$ cat src/rtl/trivium_pkg.sv
// Shared constants, FSM encoding and the key/IV load helper for the Trivium keystream block.
package trivium_pkg;

   localparam int unsigned KEY_W          = 80;
   localparam int unsigned IV_W           = 80;
   localparam int unsigned STATE_W        = 288;
   localparam int unsigned DEFAULT_WARMUP = 1152;

   // Last bit of register A (s93) and register B (s177), 0-based
   localparam int unsigned A_END = 92;
   localparam int unsigned B_END = 176;

   // Tap indices, 0-based (s_n lives at bit n-1)
   localparam int unsigned T1_A     = 65;   // s66
   localparam int unsigned T1_B     = 92;   // s93
   localparam int unsigned T1_AND_A = 90;   // s91
   localparam int unsigned T1_AND_B = 91;   // s92
   localparam int unsigned T1_X     = 170;  // s171
   localparam int unsigned T2_A     = 161;  // s162
   localparam int unsigned T2_B     = 176;  // s177
   localparam int unsigned T2_AND_A = 174;  // s175
   localparam int unsigned T2_AND_B = 175;  // s176
   localparam int unsigned T2_X     = 263;  // s264
   localparam int unsigned T3_A     = 242;  // s243
   localparam int unsigned T3_B     = 287;  // s288
   localparam int unsigned T3_AND_A = 285;  // s286
   localparam int unsigned T3_AND_B = 286;  // s287
   localparam int unsigned T3_X     = 68;   // s69

   typedef enum logic [1:0] {
      IDLE   = 2'd0,
      WARMUP = 2'd1,
      RUN    = 2'd2
   } state_e;

   // Initial state: key into A, IV into B, three ones at the top of C
   function automatic logic [STATE_W-1:0] load_state(input logic [KEY_W-1:0] k,
                                                     input logic [IV_W-1:0]  v);
      logic [STATE_W-1:0] s;
      s                          = '0;
      s[KEY_W-1:0]               = k;
      s[A_END+IV_W:A_END+1]      = v;
      s[STATE_W-1:STATE_W-3]     = 3'b111;
      return s;
   endfunction

endpackage

$ cat src/rtl/trivium_round.sv
// One combinational Trivium round: state in -> state out plus keystream bit z.
module trivium_round
   import trivium_pkg::*;
(
   input  logic [STATE_W-1:0] i_s,
   output logic [STATE_W-1:0] o_s,
   output logic               o_z
);

   logic w_t1;
   logic w_t2;
   logic w_t3;
   logic w_n1;
   logic w_n2;
   logic w_n3;

   assign w_t1 = i_s[T1_A] ^ i_s[T1_B];
   assign w_t2 = i_s[T2_A] ^ i_s[T2_B];
   assign w_t3 = i_s[T3_A] ^ i_s[T3_B];
   assign o_z  = w_t1 ^ w_t2 ^ w_t3;

   // Nonlinear feedback for the head of each register
   assign w_n1 = w_t1 ^ (i_s[T1_AND_A] & i_s[T1_AND_B]) ^ i_s[T1_X];
   assign w_n2 = w_t2 ^ (i_s[T2_AND_A] & i_s[T2_AND_B]) ^ i_s[T2_X];
   assign w_n3 = w_t3 ^ (i_s[T3_AND_A] & i_s[T3_AND_B]) ^ i_s[T3_X];

   // Each register shifts up by one, feedback enters at its lowest bit
   assign o_s = {i_s[STATE_W-2:B_END+1], w_n2,
                 i_s[B_END-1:A_END+1],   w_n1,
                 i_s[A_END-1:0],         w_n3};

endmodule

$ cat src/rtl/trivium_stream.sv
// Trivium keystream generator, W rounds per clock, with warm-up FSM and
// valid/ready output register. Optional feature macro: TRIVIUM_CNT_EN adds
// a saturating 32-bit handshake counter on ks_count.
module trivium_stream
   import trivium_pkg::*;
#(
   parameter int unsigned W             = 8,
   parameter int unsigned WARMUP_ROUNDS = DEFAULT_WARMUP
)
(
   input  logic             clk,
   input  logic             rst,
   input  logic             load,
   input  logic [KEY_W-1:0] key,
   input  logic [IV_W-1:0]  iv,
   output logic             busy,
   output logic             ks_valid,
   input  logic             ks_ready,
   output logic [W-1:0]     ks_data
`ifdef TRIVIUM_CNT_EN
   ,
   output logic [31:0]      ks_count
`endif
);

   localparam int unsigned CNT_W    = $clog2(WARMUP_ROUNDS + 1);
   localparam int unsigned LAST_CNT = WARMUP_ROUNDS - W;

   state_e             r_state;
   logic [STATE_W-1:0] r_s;
   logic [CNT_W-1:0]   r_cnt;
   logic               r_busy;
   logic               r_valid;
   logic [W-1:0]       r_data;

   logic [STATE_W-1:0] w_next;
   logic [W-1:0]       w_z;
   logic               w_refill;

   // Unrolled chain of W rounds; round j produces keystream bit j
   for (genvar j = 0; j < W; j++) begin : g_round
      logic [STATE_W-1:0] w_in;
      logic [STATE_W-1:0] w_out;
      if (j == 0) begin : g_first
         assign w_in = r_s;
      end else begin : g_next
         assign w_in = g_round[j-1].w_out;
      end
      trivium_round u_round (
         .i_s (w_in),
         .o_s (w_out),
         .o_z (w_z[j])
      );
   end

   assign w_next   = g_round[W-1].w_out;
   assign w_refill = !r_valid || ks_ready;

   // Control FSM, cipher state and output word register; load wins over everything
   always_ff @(posedge clk or posedge rst) begin
      if (rst) begin
         r_state <= IDLE;
         r_s     <= '0;
         r_cnt   <= '0;
         r_busy  <= 1'b0;
         r_valid <= 1'b0;
         r_data  <= '0;
      end else if (load) begin
         r_state <= WARMUP;
         r_s     <= load_state(key, iv);
         r_cnt   <= '0;
         r_busy  <= 1'b1;
         r_valid <= 1'b0;
         r_data  <= '0;
      end else begin
         case (r_state)
            IDLE: begin
               r_state <= IDLE;
            end
            WARMUP: begin
               r_s <= w_next;
               if (r_cnt == CNT_W'(LAST_CNT)) begin
                  r_state <= RUN;
                  r_busy  <= 1'b0;
               end else begin
                  r_cnt <= r_cnt + CNT_W'(W);
               end
            end
            RUN: begin
               if (w_refill) begin
                  r_s     <= w_next;
                  r_data  <= w_z;
                  r_valid <= 1'b1;
               end
            end
            default: begin
               r_state <= IDLE;
            end
         endcase
      end
   end

   assign busy     = r_busy;
   assign ks_valid = r_valid;
   assign ks_data  = r_data;

`ifdef TRIVIUM_CNT_EN
   logic [31:0] r_ks_cnt;

   // Saturating count of accepted keystream words
   always_ff @(posedge clk or posedge rst) begin
      if (rst) begin
         r_ks_cnt <= '0;
      end else if (load) begin
         r_ks_cnt <= '0;
      end else if (r_valid && ks_ready && (r_ks_cnt != 32'hFFFF_FFFF)) begin
         r_ks_cnt <= r_ks_cnt + 32'd1;
      end
   end

   assign ks_count = r_ks_cnt;
`endif

endmodule

$ cat config.mk
export PLATFORM = sky130hd
export DESIGN_NAME = trivium_stream
export DESIGN_NICKNAME = d
export VERILOG_FILES = /design/src/rtl/trivium_pkg.sv /design/src/rtl/trivium_round.sv /design/src/rtl/trivium_stream.sv
export SDC_FILE = /design/constraint.sdc
export NUM_CORES = 1
export LEC_CHECK = 0
export CAP_MARGIN = 20
export CORE_ASPECT_RATIO = 0.75
export CORE_MARGIN = 2
export CORE_UTILIZATION = 57
export DETAILED_ROUTE_END_ITERATION = 8
export GPL_TIMING_DRIVEN = 1
export PLACE_DENSITY = 0.86
export SLEW_MARGIN = 40
export SYNTH_ARGS = -nofsm -noshare
export SYNTH_HDL_FRONTEND = slang
export SYNTH_HIERARCHICAL = 1
export SYNTH_SLANG_ARGS = --single-unit
export TNS_END_PERCENT = 1
$ cat constraint.sdc
create_clock -name clk -period 10.1 [get_ports clk]
set_clock_uncertainty 0.1 [all_clocks]
set_input_delay 2.02 -clock clk [delete_from_list [all_inputs] [get_ports clk]]
set_output_delay 2.02 -clock clk [all_outputs]
set_load 0.02 [all_outputs]
==> impl_metrics.ini, run 1 <==
[logic_synthesis]
yosys.area_share.adder = 0.0003819
synth-edff-count = 0
synthXorXnorAreaFrac = 0.03299
synth_top_area_frac = 0.5336
syn-instance-count = 3394
muxShareOfSynthArea = 0.1545
synth-simple-area-share = 0.03128
synthArstFlopShare = 1.000
ys.flop_type = dfrtp_1
yosys-top-cells-count = buf_4 (2,329), dfrtp_1 (308), mux2_2 (229)
yosys.area.top_type = buf_4
syn_area_per_cell_um2 = 9.654
yosys-top-cells-area = buf_4 (53%), dfrtp_1 (24%), mux2_2 (7.9%), mux2_1 (7.5%), nor2b_1 (2.4%)
mappedNetlistNets = 3559
synth_compound_area_frac = 0.006186
yosysUniqueCellTypes = 40
synth_seq_cells = 308
yosysMostFrequentCell = buf_4
yosys_warnings = 6
synth_seq_area_share = 0.2352
synth_top_family_by_area = buffers and inverters
synth_area_mm2 = 0.03277

[clock_network]
cts-buffers-inserted = 34
clock_latency_ns = 0.54
post-cts-setup-buffer-count = 0
h-tree-depth = 2
clkTransAtPathRegs_ns = 0.06
cts_resized = 0
clkSinkCount = 308
tritoncts = done
cts_buffer_depth = 3
ctsHoldBuffers = 0
cts-root-buf = clkbuf_16

[placed_design]
io_buffers = 173
dp.cells = 1990
place_congestion = 0.8521
dpl-instance-area_mm2 = 0.01798
dp_worst_setup_slack_ns = 5.115
dp_hpwl_mm = 27.65

[global_route]
grt_usage = 0.1286
overflow = 0
grt_max_degree = 114
grt_pass1_wl_mm = 57.73
grt_pass1_vias = 9560
antenna_found_initial = 7

[worst_setup_path]
rr_startpoint = r_state[0]$_DFFE_PP0P_
crit_type = primary input to register
endpoint = g_round[0].w_in[46]$_DFFE_PP0P_
crit_path_start = ks_ready
crit_slowest_cell = buf_4
worstPathRequired_ns = 10.41
path_max_fanout = 113
end_kind = register
crit_chain = clkdlybuf4s50_1 > nand2b_1 > a211oi_4 > buf_4 > buf_12 > buf_16 > mux2_2
reg2reg_slack_ns = 7.20
arrival_ns = 4.76
ff2ff_path_depth = 6
cpPeakStageDelay_ns = 0.47
rr_endpoint = g_round[0].w_in[46]$_DFFE_PP0P_
cp-start-kind = primary input

[routing]
wl_mm = 37.91
drc = 0
wl_per_cell_um = 18.47
dr.pass1.iters = 4
drt-initial-drc-count = 547
dr_total_vias = 9070
drtAntennaViolNets = 0
vias_per_cell = 4.418

[timing]
hold_viol = 0
max_slew.worst_pin.slew_ns = 0.7826
period_needed_ns = 4.456
rsz0062_at_grt = false
whs_ns = 0.3779
drv_slew = 0
fin_tns_setup_ns = 0
layout_setup_ws_ns = 5.644
period_share = 0.4412
clock.fmax_mhz = 224.4
slew_headroom = 0.4709
setup_viol = 0

[power_and_ir_drop]
p_leak_nw = 8.272
p_sw_frac = 0.2538
power.switching_mw = 0.7733
p_int_mw = 2.273
combPwrFrac = 0.137
pwr_density_cell_mw_per_mm2 = 159.5
peakVddDrop_mv = 0.1092
finalPower_mw = 3.047
p_seq_frac = 0.461
p_clk_frac = 0.403

[job]
maxCapViolations = 0

[layout]
utilization = 0.3343
fill_cells = 5510
final_nets = 1411
multi_input_area_mm2 = 0.007387
stdcell_count = 2053
drive_gt1_frac = 0.2514
final_area_mm2 = 0.01910
area_growth_pct = -41.70
seqCellArea_mm2 = 0.007707

[floorplan]
die_area_mm2 = 0.05944
die_y_um = 211.6
io_pins = 174
chipWidth_um = 280.8
core_mm2 = 0.05715
start_util = 0.5733
rows = 76

[min_path]
min_path_type = register to register

[status]
status = completed
worst min path at each step:
stage	start	endpoint	slack [ns]	depth (start not counted)
finish	busy$_DFFE_PP0P_	busy$_DFFE_PP0P_	0.38	1
global route	g_round[0].w_in[272]$_DFFE_PP0P_	g_round[0].w_in[272]$_DFFE_PP0P_	0.40	1
CTS	busy$_DFFE_PP0P_	busy$_DFFE_PP0P_	0.39	1
detailed placement	g_round[0].w_in[274]$_DFFE_PP0P_	g_round[0].w_in[274]$_DFFE_PP0P_	0.37	1
global placement	g_round[0].w_in[274]$_DFFE_PP0P_	g_round[0].w_in[274]$_DFFE_PP0P_	0.37	1
floorplan	g_round[0].w_in[0]$_DFFE_PP0P_	g_round[0].w_in[0]$_DFFE_PP0P_	0.37	1
sequential cells by signal, indices dropped and copies added (netlist names):
name / count
ks_valid: 1
busy: 1
g_round.w_in: 288
r_cnt: 8
r_state: 2
ks_data: 8
cell families (layout without fill, tap and decap cells):
family / count (synthesis) / after routing
flops: 308 / 308
buf+inv: 2377 / 252
xor+xnor: 56 / 56
mux: 450 / 450
other cells: 0 / 4
compound gates: 27 / 27
fa+ha+maj: 1 / 1
simple gates: 175 / 175
layout make-up:
cell class	instances	area share
Inverter	7	0.001572
Tap cell	780	0.05109
Timing Repair Buffer	186	0.09910
Clock inverter	17	0.008842
Multi-Input combinational cell	709	0.3867
Clock buffer	42	0.04873
Sequential cell	308	0.4035
Antenna cell	4	0.0005240
cells in the final DEF, fill, tap and decap left out, types with 8 or more instances in the layout:
master	Yosys	final
mux2_2	229	229
mux2_1	217	217
clkdlybuf4s50_1	0	172
xnor2_1	8	8
dfrtp_1	308	308
xor3_1	24	24
nor2b_1	128	128
clkbuf_16	0	34
xnor2_2	16	16
nand2_1	24	24
xnor3_1	8	8
clkinv_2	0	10
a22o_1	8	8
critical path: cells and delay by family:
family	cells	cell delay [ns]
AO/OA/AOI/OAI	1	0.25
buffers and inverters	4	1.76
multiplexers	1	0.40
AND/OR/NAND/NOR	1	0.23
power by group through the flow:
| stage | Combinational (mW) | Clock, mW | Sequential, mW |
|---|---|---|---|
| after floorplan | 1.37 | 0 | 1.38 |
| after detailed placement | 0.419 | 0 | 1.43 |
| after CTS | 0.423 | 1.26 | 1.40 |
| after global placement | 0.407 | 0 | 1.42 |
| final | 0.417 | 1.23 | 1.40 |
| after global routing | 0.451 | 1.31 | 1.42 |
per-layer routing:
metal / wire length (um) / vias to the layer above / track usage
li1: - / 4143 / -
met1: 17180 / 4666 / 0.1828
met2: 16990 / 212 / 0.1960
met3: 2896 / 47 / 0.02880
met4: 831 / 2 / 0.03633
met5: 13 / - / 0
Power figures use the tool's default switching activity.
==> run 2: changes to the inputs <==
==> constraint.sdc (replaced) <==
create_clock -name clk -period 3.9 [get_ports clk]
set_clock_uncertainty 0.1 [all_clocks]
set_input_delay 0.78 -clock clk [delete_from_list [all_inputs] [get_ports clk]]
set_output_delay 0.78 -clock clk [all_outputs]
set_load 0.02 [all_outputs]
==> run 2 against run 1 <==
- die area did not move
- first-iteration DRC count rose by 2.7%
- non-clock buffer count rose by 7
- total power rose to 2.8 times the previous value
- clock power rose to 3.0 times the previous value
- register-to-register slack got worse by 5.6 ns
- final cell count rose by 0.58%
- hold slack improved by 0.0021 ns
- sequential power rose to 2.6 times the previous value
- design area rose by 1.6%
- critical path depth fell by 6
==> impl_metrics.ini, run 2 (synthesis results as in run 1) <==
[timing]
max_slew.worst_pin.slew_ns = 0.7801
hold_viol = 0
slew_headroom = 0.4726
setup_viol = 0
rsz0062_at_grt = false
drv_slew = 0
clock.fmax_mhz = 387.9
period_needed_ns = 2.578
period_share = 0.6610

[clock_network]
cts_resized = 0
cts_buffer_depth = 3
clkSinkCount = 308
ctsHoldBuffers = 0
cts-root-buf = clkbuf_16
tritoncts = done
cts-buffers-inserted = 36
h-tree-depth = 2
post-cts-setup-buffer-count = 0
clkTransAtPathRegs_ns = 0.06
clock_latency_ns = 0.58

[layout]
final_nets = 1420
final_area_mm2 = 0.01941
area_growth_pct = -40.77
layout_common_cells = dfrtp_1 (308), mux2_2 (229), mux2_1 (217)
fill_cells = 5463
largest_register_ffs = 288
layout_commonest_cell = dfrtp_1
stdcell_count = 2065
drive_gt1_frac = 0.2595
utilization = 0.3396

[global_route]
antenna_found_initial = 4
overflow = 0
grt_pass1_vias = 9762
grt_usage = 0.1334
grt_pass1_wl_mm = 59.31
grt_max_degree = 107

[power_and_ir_drop]
finalPower_mw = 8.433
pwr_density_cell_mw_per_mm2 = 434.6
p_leak_nw = 8.408
peakVddDrop_mv = 0.2348

[routing]
dr.pass1.iters = 4
dr_total_vias = 9184
wl_per_cell_um = 19.13
vias_per_cell = 4.447
drtAntennaViolNets = 0
drt-initial-drc-count = 562
drc = 0
wl_mm = 39.51

[floorplan]
rows = 76
core_mm2 = 0.05715
die_y_um = 211.6
chipWidth_um = 280.8
start_util = 0.5733
die_area_mm2 = 0.05944
io_pins = 174

[worst_setup_path]
crit_type = register to output pin
crit_chain = clkdlybuf4s50_1
cp-start-kind = register
rr_startpoint = r_state[0]$_DFFE_PP0P_
cp_num_buf_inv = 1
crit_path_start = ks_data[4]$_DFFE_PP0P_
arrival_ns = 1.70
crit_slowest_cell = clkdlybuf4s50_1
path_max_fanout = 2
cpPeakStageDelay_ns = 0.65
crit_family = buffers and inverters
end_kind = output pin
worstPathRequired_ns = 3.02

[placed_design]
dp_hpwl_mm = 28.11
io_buffers = 173
dpl-instance-area_mm2 = 0.01808
dp.cells = 1996
place_congestion = 0.8491

[min_path]
hp-start = g_round[0].w_in[218]$_DFFE_PP0P_
min_path_type = register to register

[job]
maxCapViolations = 0

[status]
status = completed
-- run 2: where the power goes --
group / internal, mW / switching (mW) / total, mW
Combinational: 0.670 / 0.439 / 1.11
Clock: 2.22 / 1.46 / 3.69
Sequential: 3.44 / 0.201 / 3.64
-- run 2: path summary, 6_finish.rpt --
path | to | slack, ns | cells past startpoint
min in group asynchronous | g_round[0].w_in[1]$_DFFE_PP0P_ | 0.45 | 2
worst max-delay path | ks_data[4] | 1.32 | 1
worst max register to register | g_round[0].w_in[52]$_DFFE_PP0P_ | 1.63 | 5
worst min-delay path | g_round[0].w_in[218]$_DFFE_PP0P_ | 0.38 | 1
worst min register to register | g_round[0].w_in[218]$_DFFE_PP0P_ | 0.38 | 1
max in group asynchronous | g_round[0].w_in[281]$_DFFE_PP0P_ | 2.21 | 4
-- run 2: layout make-up --
type / instances / area (um2) / share of cell area
sequential: 308 / 7707 / 0.3972
multi-input combinational: 709 / 7387 / 0.3807
timing repair buffer: 193 / 2007 / 0.1034
clock buffer: 44 / 980.9 / 0.05055
tap: 780 / 975.9 / 0.05029
clock inverter: 22 / 312.8 / 0.01612
inverter: 7 / 30.03 / 0.001547
antenna: 2 / 5.005 / 0.0002579
-- run 2: per-layer routing --
layer,global-route usage,wire [um],share of wire,vias up
li1,-,-,-,4174
met3,0.03730,2338,0.059,56
met4,0.04075,1013,0.026,0
met1,0.1831,18380,0.47,4755
met2,0.2040,17780,0.45,199
met5,0,0,0,-
-- run 2: through the flow --
step / worst slack (ns) / TNS (ns) / hold WS [ns]
3_5_place_dp: 0.8542 / 0 / 0.3730
3_3_place_gp: 0.9009 / 0 / 0.3651
4_1_cts: 1.315 / 0 / 0.3862
6_report: 1.322 / 0 / 0.3800
2_1_floorplan: -1.079 / -332.32 / 0.3655
5_1_grt: 1.297 / 0 / 0.3929
==> run 3: changes to the inputs <==
==> constraint.sdc (replaced) <==
create_clock -name clk -period 2.1 [get_ports clk]
set_clock_uncertainty 0.1 [all_clocks]
set_input_delay 0.42 -clock clk [delete_from_list [all_inputs] [get_ports clk]]
set_output_delay 0.42 -clock clk [all_outputs]
set_load 0.02 [all_outputs]
==> run 3 against run 2 <==
- largest power group is now registers
- critical path depth unchanged
- sequential power is 85% higher
- total power rose by 77%
- global-route usage up 0.26 points
- die area did not move
- hold slack lost 0.31 ns
- sequential share of layout area decreased by 0.61 points
- clock-buffer cell count grew 7
- core utilization rose by 0.53 points
- design area is 1.6% higher
- largest cell class unchanged
- register-to-register slack got worse by 1.5 ns
==> impl_metrics.ini, run 3 (synthesis results as in run 1) <==
[status]
status = completed

[global_route]
overflow = 0
grt_pass1_wl_mm = 60.60
grt_max_degree = 66
grt_pass1_vias = 9979
grt_usage = 0.1360
antenna_found_initial = 4

[power_and_ir_drop]
p_sw_frac = 0.2550
p_seq_frac = 0.451
peakVddDrop_mv = 0.4328
power.switching_mw = 3.801
combPwrFrac = 0.149
p_leak_nw = 8.645
pwr_density_cell_mw_per_mm2 = 756.2
p_int_mw = 11.10
p_clk_frac = 0.400
finalPower_mw = 14.90

[worst_setup_path]
crit_chain = clkdlybuf4s50_1
path_max_fanout = 3
worstPathRequired_ns = 1.58
crit_family = buffers and inverters
crit_type = register to output pin
crit_path_start = ks_valid$_DFFE_PP0P_
cpPeakStageDelay_ns = 0.62
end_kind = output pin
crit_slowest_cell = clkdlybuf4s50_1
cp-start-kind = register
arrival_ns = 1.51
rr_startpoint = g_round[0].w_in[92]$_DFFE_PP0P_
cp_num_buf_inv = 1

[floorplan]
core_mm2 = 0.05715
chipWidth_um = 280.8
io_pins = 174
rows = 76
die_y_um = 211.6
die_area_mm2 = 0.05944
start_util = 0.5733

[layout]
final_area_mm2 = 0.01971
layout_common_cells = dfrtp_1 (308), mux2_2 (229), mux2_1 (217)
layout_commonest_cell = dfrtp_1
area_growth_pct = -39.85
final_nets = 1464
drive_gt1_frac = 0.2787
largest_register_ffs = 288
fill_cells = 5459

[clock_network]
h-tree-depth = 2
cts-root-buf = clkbuf_16
clkTransAtPathRegs_ns = 0.06
cts-buffers-inserted = 34
clock_latency_ns = 0.56
tritoncts = done
post-cts-setup-buffer-count = 0
cts_buffer_depth = 3
clkSinkCount = 308

[placed_design]
dpl-instance-area_mm2 = 0.01859
place_congestion = 0.9011
io_buffers = 173
dp_hpwl_mm = 30.32

[timing]
clock.fmax_mhz = 492.7
hold_viol = 0
rsz0062_at_grt = false
period_needed_ns = 2.030
drv_slew = 0
period_share = 0.9665
setup_viol = 0
fin_tns_setup_ns = 0
slew_headroom = 0.6750
max_slew.worst_pin.slew_ns = 0.4875

[routing]
drtAntennaViolNets = 0
wl_mm = 39.94
vias_per_cell = 4.460
drt-initial-drc-count = 582
wl_per_cell_um = 18.97
drc = 0
dr_total_vias = 9389
dr.pass1.iters = 5

[job]
maxCapViolations = 0

[min_path]
min_path_type = primary input to asynchronous set/reset pin
-- run 3: power by group through the flow --
stage | Clock, mW | Combinational [mW] | Sequential, mW
2_1_floorplan | 0 | 6.59 | 6.66
3_3_place_gp | 0 | 2.16 | 6.80
3_5_place_dp | 0 | 2.22 | 6.83
4_1_cts | 6.14 | 2.24 | 6.72
5_1_grt | 6.38 | 2.38 | 6.78
6_report | 5.96 | 2.22 | 6.72
-- run 3: layout make-up --
| class | instances | area (um2) | area share |
|---|---|---|---|
| Clock buffer | 51 | 975.9 | 0.04952 |
| Inverter | 7 | 30.03 | 0.001524 |
| Timing Repair Buffer | 239 | 2489 | 0.1263 |
| Antenna cell | 1 | 2.502 | 0.0001270 |
| Clock inverter | 10 | 116.4 | 0.005904 |
| Tap cell | 780 | 975.9 | 0.04952 |
| Sequential cell | 308 | 7707 | 0.3911 |
| Multi-Input combinational cell | 709 | 7411 | 0.3760 |
-- run 3: per-stage QoR --
stage	hold slack [ns]	worst slack (ns)	cells	util
after CTS	0.04341	0.001996	2104	0.3443
after detailed placement	0.3730	-0.3075	2043	0.3253
final	0.07161	0.07031	2105	0.3448
after global routing	0.06589	0.004647	2105	0.3448
after global placement	0.3652	-0.3519	2043	0.3253
after floorplan	0.3655	-2.519	3394	-
-- run 3: metal layers --
layer,up-vias,routed length [um],global-route usage
li1,4238,-,-
met1,4830,18350,0.1886
met2,267,17780,0.2078
met3,54,2889,0.03465
met4,0,917,0.04223
met5,-,0,0
-- run 3: path summary, 6_finish.rpt --
kind                                                    end  slack, ns  cells after the start
max                                                ks_valid       0.07                      1
min                          g_round[0].w_in[9]$_DFFE_PP0P_       0.07                      2
max reg2reg                g_round[0].w_in[100]$_DFFE_PP0P_       0.08                      4
min reg2reg                g_round[0].w_in[203]$_DFFE_PP0P_       0.38                      1
max in group asynchronous  g_round[0].w_in[259]$_DFFE_PP0P_       1.07                      4
min in group clk                       ks_valid$_DFFE_PP0P_       0.33                      3
-- run 3: what timing repair did --
action                                  CTS  global route
gates resized for setup                   8             4
endpoints found under the setup margin    8             4
hold buffers                              0             0
